### src/rtl/dmem_arb_pkg.sv
`default_nettype none
// ============================================================================
// Module      : dmem_arb_pkg
// Description : Shared definitions for the data-memory arbiter: the arbiter
//               state encoding and the default address/data widths.
// Revision    : 1.0 - initial release
// ============================================================================
package dmem_arb_pkg;

    // Default widths of the shared single-port data memory.
    localparam int ADDR_W = 16;
    localparam int DATA_W = 16;

    // Arbiter states: open round-robin arbitration, or memory held by a
    // locked owner.
    typedef enum logic [0:0] {
        ST_ARB    = 1'b0,
        ST_LOCKED = 1'b1
    } arb_state_t;

endpackage : dmem_arb_pkg
`default_nettype wire

### src/rtl/rr_pick.sv
`default_nettype none
// ============================================================================
// Module      : rr_pick
// Description : Combinational round-robin picker. Returns the first set bit
//               of req_i at or after ptr_i, scanning upward and wrapping at
//               NUM_CORES.
// Ports       : req_i   - request vector
//               ptr_i   - index with highest priority
//               idx_o   - winning index (0 when no request)
//               valid_o - at least one request present
// Revision    : 1.0 - initial release
// ============================================================================
module rr_pick
    import dmem_arb_pkg::*;
#(
    parameter int NUM_CORES = 10,
    parameter int IDX_W     = (NUM_CORES > 1) ? $clog2(NUM_CORES) : 1
) (
    input  logic [NUM_CORES-1:0] req_i,
    input  logic [IDX_W-1:0]     ptr_i,
    output logic [IDX_W-1:0]     idx_o,
    output logic                 valid_o
);

    localparam logic [IDX_W:0] c_num = (IDX_W + 1)'(NUM_CORES);

    // One extra bit so ptr + offset never overflows before the wrap.
    logic [IDX_W:0] w_cand;

    // Scan from the farthest offset down to offset 0 so the candidate
    // closest to the pointer is the last (and therefore winning) assignment.
    always_comb begin
        idx_o   = '0;
        valid_o = |req_i;
        w_cand  = '0;
        for (int k = NUM_CORES - 1; k >= 0; k--) begin
            w_cand = {1'b0, ptr_i} + (IDX_W + 1)'(k);
            if (w_cand >= c_num) begin
                w_cand = w_cand - c_num;
            end
            if (req_i[w_cand[IDX_W-1:0]]) begin
                idx_o = w_cand[IDX_W-1:0];
            end
        end
    end

endmodule : rr_pick
`default_nettype wire

### src/rtl/dmem_arbiter.sv
`default_nettype none
// ============================================================================
// Module      : dmem_arbiter
// Description : Round-robin arbiter sharing one single-port data memory
//               between NUM_CORES cores and a testbench load/dump port.
//               The testbench port overrides all cores. A granted core may
//               lock the memory for up to LOCK_MAX consecutive grants.
// Ports       : clk, RESET        - clock, asynchronous active-high reset
//               core_req/we/lock  - per-core request, write enable, lock
//               core_addr/wdata   - packed per-core address / write data
//               core_gnt          - one-hot grant, access happens this cycle
//               core_rvalid       - one-hot read return, cycle after grant
//               core_rdata        - read data broadcast to all cores
//               tb_en/we/addr/wdata, tb_rdata - testbench memory port
//               mem_we/addr/wdata, mem_rdata  - single-port memory side
// Revision    : 1.0 - initial release
// ============================================================================
module dmem_arbiter
    import dmem_arb_pkg::*;
#(
    parameter int NUM_CORES = 10,
    parameter int ADDR_W    = dmem_arb_pkg::ADDR_W,
    parameter int DATA_W    = dmem_arb_pkg::DATA_W,
    parameter int LOCK_MAX  = 8
) (
    input  logic                        clk,
    input  logic                        RESET,
    input  logic [NUM_CORES-1:0]        core_req,
    input  logic [NUM_CORES-1:0]        core_we,
    input  logic [NUM_CORES-1:0]        core_lock,
    input  logic [NUM_CORES*ADDR_W-1:0] core_addr,
    input  logic [NUM_CORES*DATA_W-1:0] core_wdata,
    output logic [NUM_CORES-1:0]        core_gnt,
    output logic [NUM_CORES-1:0]        core_rvalid,
    output logic [DATA_W-1:0]           core_rdata,
    input  logic                        tb_en,
    input  logic                        tb_we,
    input  logic [ADDR_W-1:0]           tb_addr,
    input  logic [DATA_W-1:0]           tb_wdata,
    output logic [DATA_W-1:0]           tb_rdata,
    output logic                        mem_we,
    output logic [ADDR_W-1:0]           mem_addr,
    output logic [DATA_W-1:0]           mem_wdata,
    input  logic [DATA_W-1:0]           mem_rdata
);

    localparam int IDX_W = (NUM_CORES > 1) ? $clog2(NUM_CORES) : 1;
    localparam int CNT_W = $clog2(LOCK_MAX + 1);

    localparam logic [IDX_W-1:0] c_idx_last = IDX_W'(NUM_CORES - 1);
    localparam logic [CNT_W-1:0] c_cnt_one  = CNT_W'(1);
    localparam logic [CNT_W-1:0] c_cnt_last = CNT_W'(LOCK_MAX - 1);

    // ------------------------------------------------------------------
    // State
    // ------------------------------------------------------------------
    arb_state_t        state_q,   state_d;
    logic [IDX_W-1:0]  ptr_q,     ptr_d;
    logic [IDX_W-1:0]  owner_q,   owner_d;
    logic [CNT_W-1:0]  cnt_q,     cnt_d;
    logic              rv_q,      rv_d;
    logic [IDX_W-1:0]  rv_idx_q,  rv_idx_d;
    logic [ADDR_W-1:0] addr_q,    addr_d;
    logic [DATA_W-1:0] wdata_q,   wdata_d;

    logic              w_pick_vld;
    logic [IDX_W-1:0]  w_pick_idx;
    logic              w_grant;
    logic [IDX_W-1:0]  w_gnt_idx;

    logic [ADDR_W-1:0] w_addr_arr  [NUM_CORES];
    logic [DATA_W-1:0] w_wdata_arr [NUM_CORES];

    // Unpack the flat per-core buses so the granted port can be indexed.
    for (genvar gi = 0; gi < NUM_CORES; gi++) begin : g_unpack
        assign w_addr_arr[gi]  = core_addr[gi*ADDR_W +: ADDR_W];
        assign w_wdata_arr[gi] = core_wdata[gi*DATA_W +: DATA_W];
    end

    rr_pick #(
        .NUM_CORES (NUM_CORES),
        .IDX_W     (IDX_W)
    ) u_rr_pick (
        .req_i   (core_req),
        .ptr_i   (ptr_q),
        .idx_o   (w_pick_idx),
        .valid_o (w_pick_vld)
    );

    // ------------------------------------------------------------------
    // Next-state and grant logic
    // ------------------------------------------------------------------
    always_comb begin
        state_d   = state_q;
        ptr_d     = ptr_q;
        owner_d   = owner_q;
        cnt_d     = cnt_q;
        rv_d      = 1'b0;
        rv_idx_d  = rv_idx_q;
        addr_d    = addr_q;
        wdata_d   = wdata_q;
        w_grant   = 1'b0;
        w_gnt_idx = w_pick_idx;
        core_gnt  = '0;
        mem_we    = 1'b0;
        mem_addr  = addr_q;
        mem_wdata = wdata_q;

        if (RESET) begin
            // Grants are held off for as long as reset is asserted.
            state_d = ST_ARB;
        end else if (tb_en) begin
            // Testbench port owns the memory; any lock is abandoned but the
            // round-robin pointer is left where it was.
            mem_we    = tb_we;
            mem_addr  = tb_addr;
            mem_wdata = tb_wdata;
            addr_d    = tb_addr;
            wdata_d   = tb_wdata;
            state_d   = ST_ARB;
        end else begin
            case (state_q)
                ST_ARB: begin
                    if (w_pick_vld) begin
                        w_grant   = 1'b1;
                        w_gnt_idx = w_pick_idx;
                        ptr_d     = (w_pick_idx == c_idx_last) ? '0
                                                               : w_pick_idx + 1'b1;
                        if (core_lock[w_pick_idx] && (LOCK_MAX > 1)) begin
                            state_d = ST_LOCKED;
                            owner_d = w_pick_idx;
                            cnt_d   = c_cnt_one;
                        end
                    end
                end
                ST_LOCKED: begin
                    // cnt_q counts grants already taken under this lock, so
                    // the grant made at LOCK_MAX-1 is the final one.
                    w_gnt_idx = owner_q;
                    if (core_req[owner_q]) begin
                        w_grant = 1'b1;
                        cnt_d   = cnt_q + 1'b1;
                        if (cnt_q == c_cnt_last) begin
                            state_d = ST_ARB;
                        end
                    end
                    if (!core_lock[owner_q]) begin
                        state_d = ST_ARB;
                    end
                end
                default: begin
                    state_d = ST_ARB;
                end
            endcase

            if (w_grant) begin
                core_gnt[w_gnt_idx] = 1'b1;
                mem_we              = core_we[w_gnt_idx];
                mem_addr            = w_addr_arr[w_gnt_idx];
                mem_wdata           = w_wdata_arr[w_gnt_idx];
                addr_d              = w_addr_arr[w_gnt_idx];
                wdata_d             = w_wdata_arr[w_gnt_idx];
                rv_d                = ~core_we[w_gnt_idx];
                rv_idx_d            = w_gnt_idx;
            end
        end
    end

    // ------------------------------------------------------------------
    // State registers
    // ------------------------------------------------------------------
    always_ff @(posedge clk or posedge RESET) begin
        if (RESET) begin
            state_q  <= ST_ARB;
            ptr_q    <= '0;
            owner_q  <= '0;
            cnt_q    <= '0;
            rv_q     <= 1'b0;
            rv_idx_q <= '0;
            addr_q   <= '0;
            wdata_q  <= '0;
        end else begin
            state_q  <= state_d;
            ptr_q    <= ptr_d;
            owner_q  <= owner_d;
            cnt_q    <= cnt_d;
            rv_q     <= rv_d;
            rv_idx_q <= rv_idx_d;
            addr_q   <= addr_d;
            wdata_q  <= wdata_d;
        end
    end

    // ------------------------------------------------------------------
    // Read return: memory data is broadcast; rvalid marks the reader.
    // ------------------------------------------------------------------
    always_comb begin
        core_rvalid = '0;
        if (rv_q) begin
            core_rvalid[rv_idx_q] = 1'b1;
        end
    end

    assign core_rdata = mem_rdata;
    assign tb_rdata   = mem_rdata;

endmodule : dmem_arbiter
`default_nettype wire

### config.mk
export PLATFORM = sky130hd
export DESIGN_NAME = dmem_arbiter
export DESIGN_NICKNAME = d
export VERILOG_FILES = /design/src/rtl/dmem_arb_pkg.sv /design/src/rtl/rr_pick.sv /design/src/rtl/dmem_arbiter.sv
export SDC_FILE = /design/constraint.sdc
export NUM_CORES = 1
export LEC_CHECK = 0
export BUFFER_PORTS_ARGS = -buffer_cell sky130_fd_sc_hd__buf_2
export CAP_MARGIN = 40
export CELL_PAD_IN_SITES_DETAIL_PLACEMENT = 0
export CELL_PAD_IN_SITES_GLOBAL_PLACEMENT = 1
export CORE_AREA = 2 2 189 191
export CTS_BUF_LIST = sky130_fd_sc_hd__clkbuf_16
export CTS_CLUSTER_SIZE = 14
export DETAILED_ROUTE_END_ITERATION = 10
export DIE_AREA = 0 0 191 193
export GPL_TIMING_DRIVEN = 0
export PLACE_DENSITY_LB_ADDON = 0.15
export SYNTH_ARGS = -nofsm -noshare
export SYNTH_HDL_FRONTEND = slang
export SYNTH_SLANG_ARGS = --single-unit
### constraint.sdc
create_clock -name clk -period 7.4 [get_ports clk]
set_input_delay 0.74 -clock clk [delete_from_list [all_inputs] [get_ports clk]]
set_output_delay 0.74 -clock clk [all_outputs]
set_load 0.005 [all_outputs]
==> results by group <==
Worst setup path
  • CP peak stage delay: 0.56 ns
  • CP Data Required Time: 6.66 ns
  • Nature of the critical path endpoint: output pin
  • R2R Path End: addr_q[14]
  • Crit-path most repeated cell: buf_6
  • CP max FO: 11
  • Crit path DAT: 6.50 ns
  • Reg2reg setup slack: 1.30 ns
  • Buf/Inv on CP: 12
  • CP delay by family, top: buffers and inverters
  • Worst r2r src: ptr_q[0]
  • Worst r2r path cells: 24
  • CP Launch Type: flip-flop
  • Crit path kind: flip-flop to output pin
  • Slowest-stage cell, CP: or4_1

Global routing
  • Met3 GRT Util: 3.276%
  • First-pass GRT wire length: 74,920 µm
  • Largest net degree at the start of global routing: 32
  • Total gr overflow: 0
  • M1 GR Usage: 34.91%
  • Number of global-route vias before repair: 11,880
  • All-Layer GR Usage: 27.31%
  • Initial antenna violation count: 17
  • Gr busiest metal: met2
  • Grt met2 use: 48.08%

Yosys
  • Most numerous cell in the Yosys netlist: nand2_1
  • Synthesized Nets: 1,637
  • Seq cells post-synth: 50
  • Post-synth cell types: 84
  • Synth Area per Inst: 7.843 µm²
  • Asr flop ratio synth: 100.0%
  • Yosys top cell by area: dfrtp_1
  • Synth area leaders: dfrtp_1 (13%), mux2_2 (8.8%), mux2_1 (7.8%)
  • Syn Inst Count: 1,210
  • Synth top area share: 13.18%
  • Synth top cells by count: nand2_1 (109), mux2_2 (74), o22ai_1 (73)
  • Register area share after synthesis: 13.18%
  • Yosys warns: 0
  • EDFF count, synth: 0
  • Mapped Area: 0.009490 mm²
  • Most common flop cell mapped by yosys: dfrtp_1

Floorplanning
  • Die ar.: 0.03686 mm²
  • Die extent in y: 193 µm
  • # IOs: 487
  • Core area: 0.03496 mm²
  • Die width: 191 µm
  • Starting density of the core: 27.14%
  • Row count: 69

Place
  • Gpl congestion: 0.9018
  • PortBufs: 470
  • HPWL Detailed: 44,650 µm

Routing
  • Final WL: 53,440 µm
  • Vias per inst: 5.555
  • DR vias: 12,090
  • Pre-Repair DR Iteration Count: 6
  • Detail Route Antenna Nets: 0
  • Initial drt markers: 949
  • Wirelength per Cell: 24.55 µm
  • DRC: 0

Job
  • Max cap viols: 0

Layout
  • Area growth syn-to-layout: 37.07%
  • Layout cells sized above 1: 41.70%
  • Fillers: 3,869
  • # nets final: 2,131

Timing
  • Final hold vios: 0
  • Final period utilization: 97.82%
  • Peak Freq: 0.1382 GHz
  • WHS: 0.4691 ns
  • Final Max Tran Viols: 0
  • Final setup violation count: 0
  • Tightest Pin Transition: 0.8431 ns
  • Tmin final: 7.239 ns
  • Layout Skew: 0.01802 ns
  • Slew Limit Headroom: 43.36%

Clocking
  • CTS hold repair buffers: 0
  • CTS root buf: clkbuf_16
  • Clock latency on the worst-skew pair: 0.32 ns
  • H-tree depth: 2
  • CTS sink count: 50
  • Clock transition at path regs: 0.08 ns
  • CTS buffer count: 5
  • CTS tree: built
  • Clock buffer depth: 2

Status
  • Status: finished, final reports clean

Min path
  • Hold Path Class: input pin to async pin
[state kept, by name, indices dropped and copies added, names as in the netlist]
| name | cells |
|---|---|
| addr_q | 16 |
| cnt_q | 4 |
| owner_q | 4 |
| ptr_q | 4 |
| rv_idx_q | 4 |
| rv_q | 1 |
| state_q | 1 |
| wdata_q | 16 |
[cell type report]
class / instances / area (µm²) / area share (%)
Buffer: 118 / 708.2 / 5.444
Inverter: 31 / 122.6 / 0.9426
Clock buffer: 5 / 125.1 / 0.9618
Timing Repair Buffer: 491 / 2515 / 19.33
Clock inverter: 3 / 28.78 / 0.2212
Tap cell: 461 / 576.8 / 4.434
Sequential cell: 50 / 1255 / 9.647
Multi-Input combinational cell: 1007 / 7650 / 58.81
Antenna cell: 11 / 27.53 / 0.2116
[worst reg2reg max path, delay by kind of cell, from the launching register on]
kind                       cells  cell delay (ns)
DFF                            1             0.42
AOI/OAI and AO/OA              7             2.08
buffers and inverters          9             1.75
adders and majority gates      2             0.55
and+or+nand+nor                4             0.65
xor gates and xnor gates       1             0.25
muxes                          1             0.29
[cell usage in the layout, fill, tap and decap left out, types with 11 or more instances in the layout]
cell type,netlist,layout
mux2i_1,31,31
clkbuf_1,51,43
nand3_1,55,55
nor2b_1,41,41
dfrtp_1,50,47
a21o_1,40,40
a211oi_1,43,39
diode_2,0,11
o211ai_1,22,22
or4_1,31,31
o21ai_0,66,66
buf_2,24,485
mux2_1,66,66
nor3_1,17,17
nor2_1,48,47
a221oi_1,32,32
nand2b_1,15,13
inv_1,27,24
mux4_2,11,11
xnor2_1,13,12
buf_4,41,60
o22ai_1,73,73
nand2_1,109,108
a21oi_1,38,36
mux2_2,74,74
ha_1,24,20
[stage by stage]
stage	setup TNS, ns	setup WS [ns]	util (%)	cell area [µm²]	std cells
final	0	0.1615	37.21	13010	2177
after global routing	-0.01774	-0.01566	37.18	13000	2174
after CTS	0	0.06154	36.65	12810	2157
after detailed placement	-47.61	-1.355	35.64	12460	2146
after global placement	-55.30	-1.389	35.52	12420	2141
after floorplan	0	1.176	-	9490	1210
[timing repair]
item	in CTS	in global routing
endpoints found under the setup margin	77	33
buffers inserted	6	10
gates resized for setup	41	26
pin swaps	6	6
[worst max path at each step]
stage,end,start,depth (start not counted)
global placement,mem_addr[14],ptr_q[0],24
detailed placement,mem_addr[14],ptr_q[0],25
floorplan,mem_we,ptr_q[0],25
global route,mem_wdata[1],ptr_q[0],27
CTS,mem_wdata[1],ptr_q[0],27
finish,mem_wdata[1],ptr_q[0],27
[layer usage]
layer,vias up,wire length [µm]
met4,4,1437
met2,484,26560
met5,-,18
met3,66,2765
li1,5671,-
met1,5868,22660
[logic make-up (layout without fill, tap and decap cells)]
kind of cell | count (synthesis) | after routing | share of synthesized area (%)
other cells | 0 | 11 | 0
fa+ha+maj | 25 | 25 | 3.375
buf+inv | 153 | 648 | 8.227
xor+xnor | 15 | 15 | 1.463
compound gates | 410 | 410 | 30.60
mux | 182 | 182 | 22.49
flops | 50 | 50 | 13.18
simple gates | 375 | 375 | 20.66
Power is left out: the tool's default activity adds up to more than one toggle a clock period on the data nets, which glitch-free logic cannot reach.
